**src/rtl/rob_complete_arbiter.sv**
```systemverilog
// rob_complete_arbiter
//   Collects completion reports from three execution units (0=ALU, 1=MULT,
//   2=LSQ) into one-entry holding slots and forwards at most one per cycle
//   to the ROB as a registered one-cycle strobe. Redirecting completions
//   (changeFlow=1) beat plain ones; ties rotate round-robin. After a
//   redirect is issued the block stalls until the ROB rollback (recover)
//   has been seen and released, discarding everything held meanwhile.
//
// Ports
//   clk, rst                  clock, async active-low reset
//   req_valid/req_ready [3]   per-requester handshake
//   req_rob_num  [3*ROB_W]    per-requester ROB index
//   req_jb_addr  [3*ADDR_W]   per-requester redirect address
//   req_changeFlow [3]        per-requester redirect flag
//   recover                   ROB rollback in progress
//   complete                  one-cycle completion strobe
//   rob_number/jb_addr/changeFlow  completing entry
//   state_out                 RUN=0, WAIT_RB=1, FLUSH=2

// One holding slot. Load beats clear so a slot granted and refilled on the
// same edge keeps the new entry; flush beats both.
module rob_cmp_slot #(
    parameter int ROB_W  = 4,
    parameter int ADDR_W = 32
) (
    input  logic              clk,
    input  logic              rst,
    input  logic              flush,
    input  logic              load,
    input  logic              clear,
    input  logic [ROB_W-1:0]  in_rob,
    input  logic [ADDR_W-1:0] in_jb,
    input  logic              in_cf,
    output logic              full,
    output logic [ROB_W-1:0]  rob,
    output logic [ADDR_W-1:0] jb,
    output logic              cf
);
    always_ff @(posedge clk or negedge rst) begin
        if (!rst) begin
            full <= 1'b0;
            rob  <= '0;
            jb   <= '0;
            cf   <= 1'b0;
        end else if (flush) begin
            full <= 1'b0;
        end else if (load) begin
            full <= 1'b1;
            rob  <= in_rob;
            jb   <= in_jb;
            cf   <= in_cf;
        end else if (clear) begin
            full <= 1'b0;
        end
    end
endmodule

module rob_complete_arbiter #(
    parameter int ROB_W  = 4,
    parameter int ADDR_W = 32
) (
    input  logic                clk,
    input  logic                rst,
    input  logic [2:0]          req_valid,
    input  logic [3*ROB_W-1:0]  req_rob_num,
    input  logic [3*ADDR_W-1:0] req_jb_addr,
    input  logic [2:0]          req_changeFlow,
    output logic [2:0]          req_ready,
    input  logic                recover,
    output logic                complete,
    output logic [ROB_W-1:0]    rob_number,
    output logic [ADDR_W-1:0]   jb_addr,
    output logic                changeFlow,
    output logic [1:0]          state_out
);
    typedef enum logic [1:0] {
        RUN     = 2'd0,
        WAIT_RB = 2'd1,
        FLUSH   = 2'd2
    } state_t;

    state_t state, state_nxt;

    logic [2:0]             full, cf, grant, hi, load;
    logic [3:0]             cand;
    logic [2:0][ROB_W-1:0]  s_rob;
    logic [2:0][ADDR_W-1:0] s_jb;
    logic [1:0]             rr_ptr, ord0, ord1, ord2, gidx;
    logic                   gvalid, g_cf;
    logic [ROB_W-1:0]       g_rob;
    logic [ADDR_W-1:0]      g_jb;

    function automatic logic [1:0] nxt(input logic [1:0] x);
        return (x == 2'd2) ? 2'd0 : x + 2'd1;
    endfunction

    // ---------------- holding slots ----------------
    for (genvar i = 0; i < 3; i++) begin : g_slot
        assign load[i] = req_valid[i] & req_ready[i];
        rob_cmp_slot #(.ROB_W(ROB_W), .ADDR_W(ADDR_W)) u_slot (
            .clk    (clk),
            .rst    (rst),
            .flush  (state == FLUSH),
            .load   (load[i]),
            .clear  (grant[i]),
            .in_rob (req_rob_num[i*ROB_W +: ROB_W]),
            .in_jb  (req_jb_addr[i*ADDR_W +: ADDR_W]),
            .in_cf  (req_changeFlow[i]),
            .full   (full[i]),
            .rob    (s_rob[i]),
            .jb     (s_jb[i]),
            .cf     (cf[i])
        );
    end

    // ---------------- grant selection ----------------
    // Redirecting slots form the candidate set when any exist; the search
    // then walks indices starting at rr_ptr. recover suppresses any grant.
    always_comb begin
        hi     = full & cf;
        cand   = {1'b0, (|hi) ? hi : full};
        ord0   = rr_ptr;
        ord1   = nxt(ord0);
        ord2   = nxt(ord1);
        gvalid = 1'b0;
        gidx   = 2'd0;
        if (state == RUN && !recover) begin
            if (cand[ord0]) begin
                gvalid = 1'b1;
                gidx   = ord0;
            end else if (cand[ord1]) begin
                gvalid = 1'b1;
                gidx   = ord1;
            end else if (cand[ord2]) begin
                gvalid = 1'b1;
                gidx   = ord2;
            end
        end
        grant = gvalid ? (3'b001 << gidx) : 3'b000;
        g_rob = '0;
        g_jb  = '0;
        g_cf  = 1'b0;
        for (int i = 0; i < 3; i++) begin
            if (grant[i]) begin
                g_rob = s_rob[i];
                g_jb  = s_jb[i];
                g_cf  = cf[i];
            end
        end
    end

    // ---------------- completion output register ----------------
    always_ff @(posedge clk or negedge rst) begin
        if (!rst) begin
            complete   <= 1'b0;
            rob_number <= '0;
            jb_addr    <= '0;
            changeFlow <= 1'b0;
            rr_ptr     <= 2'd0;
        end else if (gvalid) begin
            complete   <= 1'b1;
            rob_number <= g_rob;
            jb_addr    <= g_jb;
            changeFlow <= g_cf;
            rr_ptr     <= nxt(gidx);
        end else begin
            complete   <= 1'b0;
            changeFlow <= 1'b0;
        end
    end

    // ---------------- FSM ----------------
    always_ff @(posedge clk or negedge rst) begin
        if (!rst) state <= RUN;
        else      state <= state_nxt;
    end

    always_comb begin
        state_nxt = state;
        case (state)
            RUN: begin
                if (recover)              state_nxt = FLUSH;
                else if (gvalid && g_cf)  state_nxt = WAIT_RB;
            end
            WAIT_RB: if (recover)  state_nxt = FLUSH;
            FLUSH:   if (!recover) state_nxt = RUN;
            default: state_nxt = RUN;
        endcase
    end

    // A slot accepts when empty or leaving this cycle; rst gates ready low
    // while reset is held.
    always_comb begin
        state_out = state;
        req_ready = 3'b000;
        if (rst && state == RUN) req_ready = ~full | grant;
    end
endmodule

```
**config.mk**
```make
export PLATFORM = sky130hd
export DESIGN_NAME = rob_complete_arbiter
export DESIGN_NICKNAME = d
export VERILOG_FILES = /design/src/rtl/rob_complete_arbiter.sv
export SDC_FILE = /design/constraint.sdc
export NUM_CORES = 1
export LEC_CHECK = 0
export CAP_MARGIN = 20
export CORE_ASPECT_RATIO = 0.8
export CORE_UTILIZATION = 55
export CTS_BUF_LIST = sky130_fd_sc_hd__clkbuf_4
export DETAILED_ROUTE_END_ITERATION = 6
export HOLD_SLACK_MARGIN = 0.08
export PLACE_DENSITY = 0.88
export SLEW_MARGIN = 20
export SYNTH_ARGS = -nofsm -noshare
export SYNTH_HDL_FRONTEND = slang
export SYNTH_SLANG_ARGS = --single-unit
```
**constraint.sdc**
```tcl
create_clock -name clk -period 4.15 [get_ports clk]
set_input_delay 0.415 -clock clk [delete_from_list [all_inputs] [get_ports clk]]
set_output_delay 0.415 -clock clk [all_outputs]
set_load 0.02 [all_outputs]
```
==> results of run 1 <==
==> placed cells by master (no fill, tap or decap), drive strengths merged, types with 4 or more instances in the layout <==
cell type	n
clkdlybuf4s50	158
dfrtp	156
mux2	111
o21ai	44
a22oi	39
mux2i	37
clkbuf	17
buf	11
inv	11
nand2	7
nor2	5
nor3	4
clkinv	4
==> kinds of logic (layout without fill, tap and decap cells) <==
| family | count (synthesis) | count (layout) | share of synthesized area [%] |
|---|---|---|---|
| buffers and inverters | 31 | 206 | 2.41 |
| muxes | 148 | 148 | 25.0 |
| and+or+nand+nor | 27 | 27 | 2.36 |
| DFF | 156 | 156 | 60.2 |
| AOI/OAI and AO/OA | 98 | 98 | 10.0 |
==> metrics by stage <==
stage / total power (W) / cells
4_1_cts: 0.00525 / 783
5_1_grt: 0.00552 / 783
3_3_place_gp: 0.00425 / 749
2_1_floorplan: 0.00355 / 460
6_report: 0.00521 / 783
3_5_place_dp: 0.00436 / 750
==> area by class of cell <==
cell class              instances  area, um2
clock buffers                  17        128
flip-flops and latches        156       3900
well taps                     148        185
repair buffers                170       1690
inverters                       4       15.0
clock inverters                15        138
fillers                       780       3020
multi-input cells             273       2430
==> power by group <==
part | internal [W] | switching, W | total [W] | leakage, nW
Clock | 0.000307 | 0.000581 | 0.000888 | 0.137
Combinational | 0.000955 | 0.000784 | 0.00174 | 1.45
Sequential | 0.00218 | 0.000404 | 0.00259 | 1.86
Total | 0.00345 | 0.00177 | 0.00521 | 3.45
==> layer usage <==
| metal | global-route usage [%] | vias to the layer above | share of wire (%) | wire length, um |
|---|---|---|---|---|
| met3 | 6.82 | 27 | 6.4 | 974 |
| met2 | 44.1 | 168 | 49 | 7510 |
| met5 | 0 | - | 0 | 0 |
| li1 | - | 2017 | - | - |
| met4 | 11.5 | 0 | 2.1 | 315 |
| met1 | 35.3 | 2280 | 42 | 6500 |
==> sequential cells by signal, summed over array words and instances (netlist names) <==
| signal | flops |
|---|---|
| g_slot.u_slot.full | 3 |
| rob_number | 4 |
| g_slot.u_slot.jb | 96 |
| ord0 | 2 |
| state_out | 2 |
| g_slot.u_slot.rob | 12 |
| changeFlow | 1 |
| g_slot.u_slot.cf | 3 |
| complete | 1 |
| jb_addr | 32 |
==> synth_stat cells, types with 2 or more instances <==
cell type	number	area (um2)
dfrtp_1	156	3900
nand2_1	7	26.3
nor2_1	5	18.8
mux2_1	49	552
o21a_1	2	15.0
nand3_1	2	10.0
nor3_1	3	15.0
a21boi_0	2	15.0
a22oi_1	39	293
o21ai_0	42	210
o211a_1	2	20.0
o31ai_1	3	22.5
buf_2	8	40.0
o21ai_1	2	10.0
clkbuf_1	14	52.6
mux2i_1	37	370
buf_4	2	15.0
o211ai_1	2	15.0
mux2_2	62	698
buf_6	3	33.8
nor2b_1	2	12.5
inv_1	4	15.0
==> path summary, 6_finish.rpt <==
check	endpoint	slack [ns]	cells past startpoint
setup / recovery	req_ready[0]	0.36	8
hold / removal	g_slot[1].u_slot.jb[27]$_DFFE_PN0P_	0.44	2
setup reg to reg	g_slot[2].u_slot.jb[9]$_DFFE_PN0P_	0.91	7
hold reg to reg	g_slot[0].u_slot.jb[15]$_DFFE_PN0P_	0.50	1
max in group asynchronous	state_out[1]$_DFFE_PN0P_	2.96	3
min in group asynchronous	g_slot[0].u_slot.jb[23]$_DFFE_PN0P_	0.51	3
==> what timing repair did <==
item                                   in CTS  in global routing
hold buffers                                1                  0
endpoints found under the hold margin     156                  0
resized for setup                           0                  0
==> results.md, run 1 <==
* Aggregate negative setup slack at 0 ns
* Die Height at approximately 99 um
* Status: finished, final reports clean
* DIE WIDTH at approximately 120 um
* Utilization after layout at 73.7%
* Crit path buf inv count at 2
* Largest net degree at the start of global routing at 158
* CTS buffer count at 17
* CTS sink count at about 160
* Setup crit end kind: output pin
* Top FF cell, synth: dfrtp_1
* HP Start: req_jb_addr[59]
* Cell Area, Synth at 6480 um2
* Final Skew at 0.0237 ns
* FF+latch count, synth at 156
* Hold_ws at 0.443 ns
* CTS max path bufs at 2
* Via count at 4492
* Maximum VDD drop at 0.378 mV
* DR pass1 iterations at 4
* Fin. Hold Viols at 0
* Max Slew Vio Count at 0
* Diodes inserted at 0
* LEAKAGE at 3.45 nW
* Peak Freq at 0.264 GHz
* Final cycle utilization of the critical path at about 91%
* HP Class: input port to flop
* Async SR Flop Fraction at 100%
* CP required at 3.73 ns
* Ordered list of cells on the worst path: a22oi_1 > o21ai_1 > a21oi_2 > nor4_4 > buf_4 > o21a_1 > nor2_1 > clkdlybuf4s50_1
* Final Instance Area at 8490 um2
* Yosys warning count at 0
* DR WL/cell at 19.5 um
* GP Congestion at 0.862
* Clock Tree Root: clkbuf_4
* Final HPWL DP at 10.3 mm
* CTS tree: done
* Htree depth at 4
* # setup viols final at 0
* Remaining Overflow, GRT at 0
* Delay-heaviest family, CP: buffers and inverters
* GRT Total Usage at 27.3%
* Clk slew on worst S/H paths at 0.14 ns
* Initial antenna violation count at 0
* Sequential area share after synthesis at 60.2%
* Crit-path max cell delay at 0.65 ns
* Fraction of layout cells with a size suffix above 1 at roughly 17%
* Max-cap violations at 0
* Pre-CTS WS at 0.531 ns
* CP Launch Type: flop
* Row Count at 35
* Crit path kind: flop to output pin
* Core ar. at around 12000 um2
* CP max FO at 40
* Syn_nets at 577
* Avg Synthesized Cell Area at 14.1 um2
* Actual slew at the worst max-slew pin at 1.00 ns
* EDFF count, synth at 0
* DRC viols at 0
* Via-to-Cell Ratio at 5.74
* Vias in the first global route at 4811
* Fin nets at 739
* Yosys cell types at 34
* Mapped Cells at 460
* Routed wire length at 15.3 mm
* R2r startpoint: state_out[1]$_DFFE_PN0P_
* Power per cell area at 614 nW/um2
* Unrepaired setup endpoints after global routing: no
* Drt initial violations at 219
* Final min period at 3.79 ns
* Port bufs at between 150 and 200
* Final antenna-violating net count at 0
* Clk Latency, worst-skew pair at 0.56 ns
* I/O pin count at 160
* Post-CTS Setup Bufs at 0
* Placed Area at 8220 um2
* PnR worst setup slack at 0.355 ns
* Starting Density at a little under three fifths
* Slowest stage cell on the critical path: buf_4
* First-pass GRT wire length at ~25 mm
* Area Growth Syn to Fin at 31.0%
* Worst slew margin at about a third
* Die area at between 10000 and 15000 um2
* Arr. time, crit path at approximately 3.4 ns
* CP startpoint: g_slot[1].u_slot.full$_DFFE_PN0P_
Note: power is estimated with default switching activity, not from simulation.
==> run 2, diff against run 1 <==
==> constraint.sdc (replaced) <==
create_clock -name clk -period 4.15 [get_ports clk]
set_input_delay 0.415 -clock clk [delete_from_list [all_inputs] [get_ports clk]]
set_output_delay 0.415 -clock clk [all_outputs]
set_load 0.1 [all_outputs]
==> run 2 against run 1 <==
Compared with the run above:
- the run now ends with DRC left
- via count is 1.2% higher
- core utilization is 0.25 points higher
- die area unchanged
- critical path depth unchanged
- first-iteration DRC count increased by 35%
- register-to-register slack better by 0.33 ns
==> results.md, run 2 (synthesized netlist as in run 1, its figures left out) <==
* Status: finished with violations
* Failing checks: DRC
* Crit-path max cell delay at 0.46 ns
* I/O pin count at 160
* Most common cell after layout, fill and taps aside: dfrtp_1
* Most frequent cells in the layout: 156 x dfrtp_1, 155 x clkdlybuf4s50_1, 62 x mux2_2
* Diodes inserted at 0
* Cts-stage hold buffer count at 0
* Comb power frac at ~44%
* Non-filler cells, final at 782
* # setup viols final at 0
* CP Launch Type: flop
* Final min period at ~3.3 ns
* Initial antenna violation count at 0
* Switching share of power at 44.1%
* Routed wire length at 15.0 mm
* Area Growth Syn to Fin at 31.5%
* CTS tree: done
* Starting Density at about 56%
* Peak Freq at slightly above 0.3 GHz
* Final cycle utilization of the critical path at around 80%
* Maximum VDD drop at 0.472 mV
* Max Slew Vio Count at 0
* Reg2Reg Capture Point: g_slot[0].u_slot.jb[27]$_DFFE_PN0P_
* Clk pwr share at 15.2%
* Clk slew on worst S/H paths at 0.14 ns
* HP Class: input port to asynchronous set/reset pin
* Core ar. at around 12000 um2
* Die area at 12200 um2
* CTS sink count at around 160
* Clock Tree Root: clkbuf_4
* DR pass1 iterations at 7
* Final antenna-violating net count at 0
* Filler cells at 761
* R2r setup slk at 1.24 ns
* Via-to-Cell Ratio at 5.82
* Max-cap violations at 0
* Biggest regs: g_slot.u_slot.jb: 96 flops, jb_addr: 32 flops, g_slot.u_slot.rob: 12 flops
* CP startpoint: state_out[1]$_DFFE_PN0P_
* Slowest stage cell on the critical path: dfrtp_1
* Fin nets at 738
* Vias in the first global route at 4791
* Row Count at 35
* Crit path kind: flop to output pin
* GR peak layer: met2
* Port bufs at 159
* Fin. Hold Viols at 0
* Largest net degree at the start of global routing at 81
* R2r startpoint: g_slot[1].u_slot.full$_DFFE_PN0P_
* M2 GR Usage at 42.9%
* Hold_ws at approximately 0.094 ns
* First-pass GRT wire length at about 24 mm
* CP max FO at 40
* Met3 GRT Util at 7.17%
* Unrepaired setup endpoints after global routing: no
* Grt met1 use at 36.2%
* Final Skew at 0.0284 ns
* Power Internal at roughly 0.0036 W
* Final HPWL DP at 10.2 mm
* Max FFs per register at 96
* Via count at 4548
* Power per cell area at 749 nW/um2
* DR WL/cell at approximately 19 um
* Aggregate negative setup slack at 0 ns
* Ordered list of cells on the worst path: nor3_1 > o211ai_1 > nor3_4 > buf_4 > nand2b_1 > o21a_1 > nor2_1 > buf_12
* CP required at between 3 and 4 ns
* Remaining Overflow, GRT at 0
* Arr. time, crit path at 2.89 ns
* Fraction of layout cells with a size suffix above 1 at 18.0%
* GP Congestion at 0.914
* LEAKAGE at 3.48 nW
* Resize count post-CTS at 0
* Post-CTS Setup Bufs at 0
* Actual slew at the worst max-slew pin at 1.00 ns
* DIE WIDTH at 123 um
* CP endpoint: req_ready[0]
* Reg power frac at 40.7%
* Drt initial violations at slightly below 300
* Biggest register: g_slot.u_slot.jb
* CTS buffer count at 17
* Htree depth at 4
* Worst slew margin at 33.0%
* Placed instance count at 750
* CTS max path bufs at 2
* Clk Latency, worst-skew pair at 0.55 ns
* Setup crit end kind: output pin
* Die Height at slightly below 100 um
* DRC viols at 2
* Net Sw Power at 0.00282 W
* GRT Total Usage at 26.6%
* Reg2Reg Depth at 8
run 2: routing by layer:
metal  wire length (um)  vias to the layer above  share of wire [%]
met4                163                        0                1.1
met1               6570                     2342                 44
met5                  0                        -                  0
li1                   -                     2020                  -
met2               7260                      174                 49
met3                956                       12                6.4
run 2: critical path: cells and delay by family, from the launching register on:
| family | cells | cell delay [ns] |
|---|---|---|
| DFF | 1 | 0.46 |
| and+or+nand+nor | 4 | 0.88 |
| AOI/OAI and AO/OA | 2 | 0.39 |
| buffers and inverters | 2 | 0.63 |
run 2: worst min path at each step:
stage	to	cells past startpoint
2_1_floorplan	changeFlow$_DFF_PN0_	0
3_3_place_gp	g_slot[0].u_slot.jb[12]$_DFFE_PN0P_	1
3_5_place_dp	g_slot[0].u_slot.jb[11]$_DFFE_PN0P_	1
4_1_cts	g_slot[0].u_slot.jb[23]$_DFFE_PN0P_	2
5_1_grt	jb_addr[22]$_DFFE_PN0P_	2
6_report	jb_addr[23]$_DFFE_PN0P_	2
run 2: power by group through the flow:
| stage | Sequential [W] | Combinational [W] | Clock [W] |
|---|---|---|---|
| floorplan | 0.00374 | 0.000873 | 0 |
| global placement | 0.00258 | 0.00275 | 0 |
| detailed placement | 0.00262 | 0.00282 | 0 |
| CTS | 0.00259 | 0.00284 | 0.000990 |
| global route | 0.00268 | 0.00296 | 0.00106 |
| finish | 0.00260 | 0.00281 | 0.000973 |
run 2: final cells by class:
type                            instances  area [um2]  share of cell area (%)
Sequential cell                       156        3900                    45.8
Multi-Input combinational cell        273        2430                    28.6
Timing Repair Buffer                  169        1680                    19.7
Tap cell                              148         185                    2.17
Clock inverter                         13         165                    1.94
Clock buffer                           19         143                    1.67
Inverter                                4        15.0                   0.176
run 2: metrics by stage:
| step | setup slack, ns | total power, W | utilization [%] | cell area, um2 |
|---|---|---|---|---|
| finish | 0.840 | 0.00639 | 74.0 | 8520 |
| global route | 0.643 | 0.00670 | 74.0 | 8520 |
| CTS | 0.821 | 0.00642 | 74.0 | 8520 |
| detailed placement | 1.02 | 0.00545 | 71.3 | 8210 |
| global placement | 1.14 | 0.00533 | 71.3 | 8210 |
| floorplan | 0.343 | 0.00462 | - | 6480 |
==> run 3, diff against run 2 <==
--- a/config.mk
+++ b/config.mk
@@ -7,11 +7,11 @@
 export LEC_CHECK = 0
 export CAP_MARGIN = 20
 export CORE_ASPECT_RATIO = 0.8
-export CORE_UTILIZATION = 55
+export CORE_UTILIZATION = 51
 export CTS_BUF_LIST = sky130_fd_sc_hd__clkbuf_4
 export DETAILED_ROUTE_END_ITERATION = 6
 export HOLD_SLACK_MARGIN = 0.08
-export PLACE_DENSITY = 0.88
+export PLACE_DENSITY = 0.82
 export SLEW_MARGIN = 20
 export SYNTH_ARGS = -nofsm -noshare
 export SYNTH_HDL_FRONTEND = slang
==> constraint.sdc (replaced) <==
create_clock -name clk -period 3.5 [get_ports clk]
set_input_delay 0.35 -clock clk [delete_from_list [all_inputs] [get_ports clk]]
set_output_delay 0.35 -clock clk [all_outputs]
set_load 0.1 [all_outputs]
==> run 3 against run 2 <==
Compared with the run above:
- the flow now finishes without violations
- die area increased by 7.7%
- via count decreased by 0.57%
- combinational power grew 19%
- clock skew decreased by 0.0050 ns
- flip-flop and latch count unchanged
- cell area is 1.0% higher
- first-iteration DRC count increased by 45%
- power increased by 20%
==> results.md, run 3 (synthesized netlist as in run 1, its figures left out) <==
* Fin. Hold Viols at 0
* Biggest register: g_slot.u_slot.jb
* DR WL met3 at about 1.1 mm
* PnR worst setup slack at 0.243 ns
* Clock Tree Root: clkbuf_4
* Setup crit end kind: output pin
* Unrepaired setup endpoints after global routing: no
* Clk slew on worst S/H paths at 0.14 ns
* Final antenna-violating net count at 0
* Status: finished, final reports clean
* Net Sw Power at roughly 0.0033 W
* DR pass1 iterations at 5
* Actual slew at the worst max-slew pin at 1.00 ns
* LEAKAGE at 3.51 nW
* Maximum VDD drop at 0.618 mV
* Max Slew Vio Count at 0
* CTS buffer count at 17
* Slowest stage cell on the critical path: dfrtp_1
* Crit-path max cell delay at 0.46 ns
* M1 wire length at 6.84 mm
* # setup viols final at 0
* Via-to-Cell Ratio at 5.59
* Final cycle utilization of the critical path at 93.0%
* First-pass GRT wire length at ~25 mm
* Comb power frac at 43.8%
* Core ar. at 12300 um2
* Met2 WL at between 7 and 8 mm
* Final HPWL DP at 10.5 mm
* Die area at 13200 um2
* Peak Freq at approximately 0.3 GHz
* Fin nets at 742
* Largest net degree at the start of global routing at 78
* Power per cell area at between 800 and 900 nW/um2
* Placed instance count at 776
* Routed wire length at about 16 mm
* I/O pin count at 160
* Resize count post-CTS at 0
* Initial antenna violation count at 0
* Final min period at 3.26 ns
* HP Class: input port to asynchronous set/reset pin
* Post-CTS Setup Bufs at 0
* DR WL/cell at 19.4 um
* Crit path kind: flop to output pin
* Starting Density at between 50 and 60%
* Cts-stage hold buffer count at 1
* Most frequent cells in the layout: 156 x dfrtp_1, 155 x clkdlybuf4s50_1, 62 x mux2_2
* Switching share of power at 43.8%
* CP Launch Type: flop
* Hold_ws at ~0.19 ns
* Port bufs at 159
* Arr. time, crit path at 2.91 ns
* Via count at between 4k and 5k
* Clk Latency, worst-skew pair at between 0.5 and 0.6 ns
* Max-cap violations at 0
* Fraction of layout cells with a size suffix above 1 at 18.7%
* CTS sink count at about 160
* Power Internal at between 0.004 and 0.005 W
* DIE WIDTH at 128 um
* Diodes inserted at 0
* Die Height at 103 um
* GP Congestion at just under 0.9
* Remaining Overflow, GRT at 0
* Ordered list of cells on the worst path: nor3_1 > o211ai_1 > nor3_4 > buf_4 > nand2b_1 > o21a_1 > nor2_2 > buf_12
* CP required at 3.15 ns
* DR top layer: met4
* Vias in the first global route at 4654
* Power, Total at 0.00764 W
* Area Growth Syn to Fin at 32.8%
* Max FFs per register at between 90 and 100
* Worst slew margin at 33.0%
* Pre-CTS WS at 0.600 ns
* CP max FO at 21
* Reg2Reg Depth at 7
* Row Count at 36
* DRC viols at 0
* Htree depth at 4
* CTS tree: done
* Non-filler cells, final at 809
* Most common cell after layout, fill and taps aside: dfrtp_1
* Reg power frac at about two fifths
* Clk pwr share at 15.8%
* Biggest regs: g_slot.u_slot.jb: 96 flops, jb_addr: 32 flops, g_slot.u_slot.rob: 12 flops
* CTS max path bufs at 2
* GRT Total Usage at 25.7%
* Drt initial violations at 427
* Final Skew at 0.0234 ns
* Aggregate negative setup slack at 0 ns
-- run 3: layout make-up --
cell class              count  area, um2
flip-flops and latches    156       3900
fillers                   838       3690
multi-input cells         273       2440
repair buffers            173       1720
well taps                 171        214
clock inverters            13        174
clock buffers              19        143
inverters                   4       15.0
-- run 3: metal layers --
| layer | global-route usage (%) | vias to the layer above |
|---|---|---|
| met5 | 0 | - |
| li1 | - | 2022 |
| met2 | 41.3 | 177 |
| met4 | 8.60 | 0 |
| met1 | 33.7 | 2301 |
| met3 | 7.89 | 22 |
-- run 3: critical path, delay by kind of cell, from the launching register on --
family	cells	cell delay, ns
simple gates	4	0.90
buf+inv	2	0.50
compound gates	2	0.47
flops	1	0.46
-- run 3: power groups by stage --
| stage | logic [W] | clock network (W) | registers [W] |
|---|---|---|---|
| 6_report | 0.00335 | 0.00121 | 0.00309 |
| 5_1_grt | 0.00351 | 0.00130 | 0.00319 |
| 4_1_cts | 0.00337 | 0.00123 | 0.00308 |
| 3_5_place_dp | 0.00336 | 0 | 0.00311 |
| 3_3_place_gp | 0.00327 | 0 | 0.00307 |
| 2_1_floorplan | 0.00104 | 0 | 0.00444 |
-- run 3: worst paths after layout --
path                                                      from  slack [ns]                             endpoint
max in group asynchronous                                  rst        2.05  g_slot[0].u_slot.jb[11]$_DFFE_PN0P_
max                                   state_out[1]$_DFFE_PN0P_        0.24                         req_ready[0]
max reg2reg                  g_slot[1].u_slot.full$_DFFE_PN0P_        0.86  g_slot[0].u_slot.jb[21]$_DFFE_PN0P_
min                                                        rst        0.19  g_slot[0].u_slot.jb[24]$_DFFE_PN0P_
min in group clk                               req_jb_addr[53]        0.35  g_slot[1].u_slot.jb[21]$_DFFE_PN0P_
min reg2reg                g_slot[0].u_slot.jb[29]$_DFFE_PN0P_        0.50  g_slot[0].u_slot.jb[29]$_DFFE_PN0P_
-- run 3: through the flow --
stage,area (um2),utilization [%]
2_1_floorplan,6490,-
3_3_place_gp,8280,67.3
3_5_place_dp,8280,67.3
4_1_cts,8610,70.0
5_1_grt,8610,70.0
6_report,8610,70.0
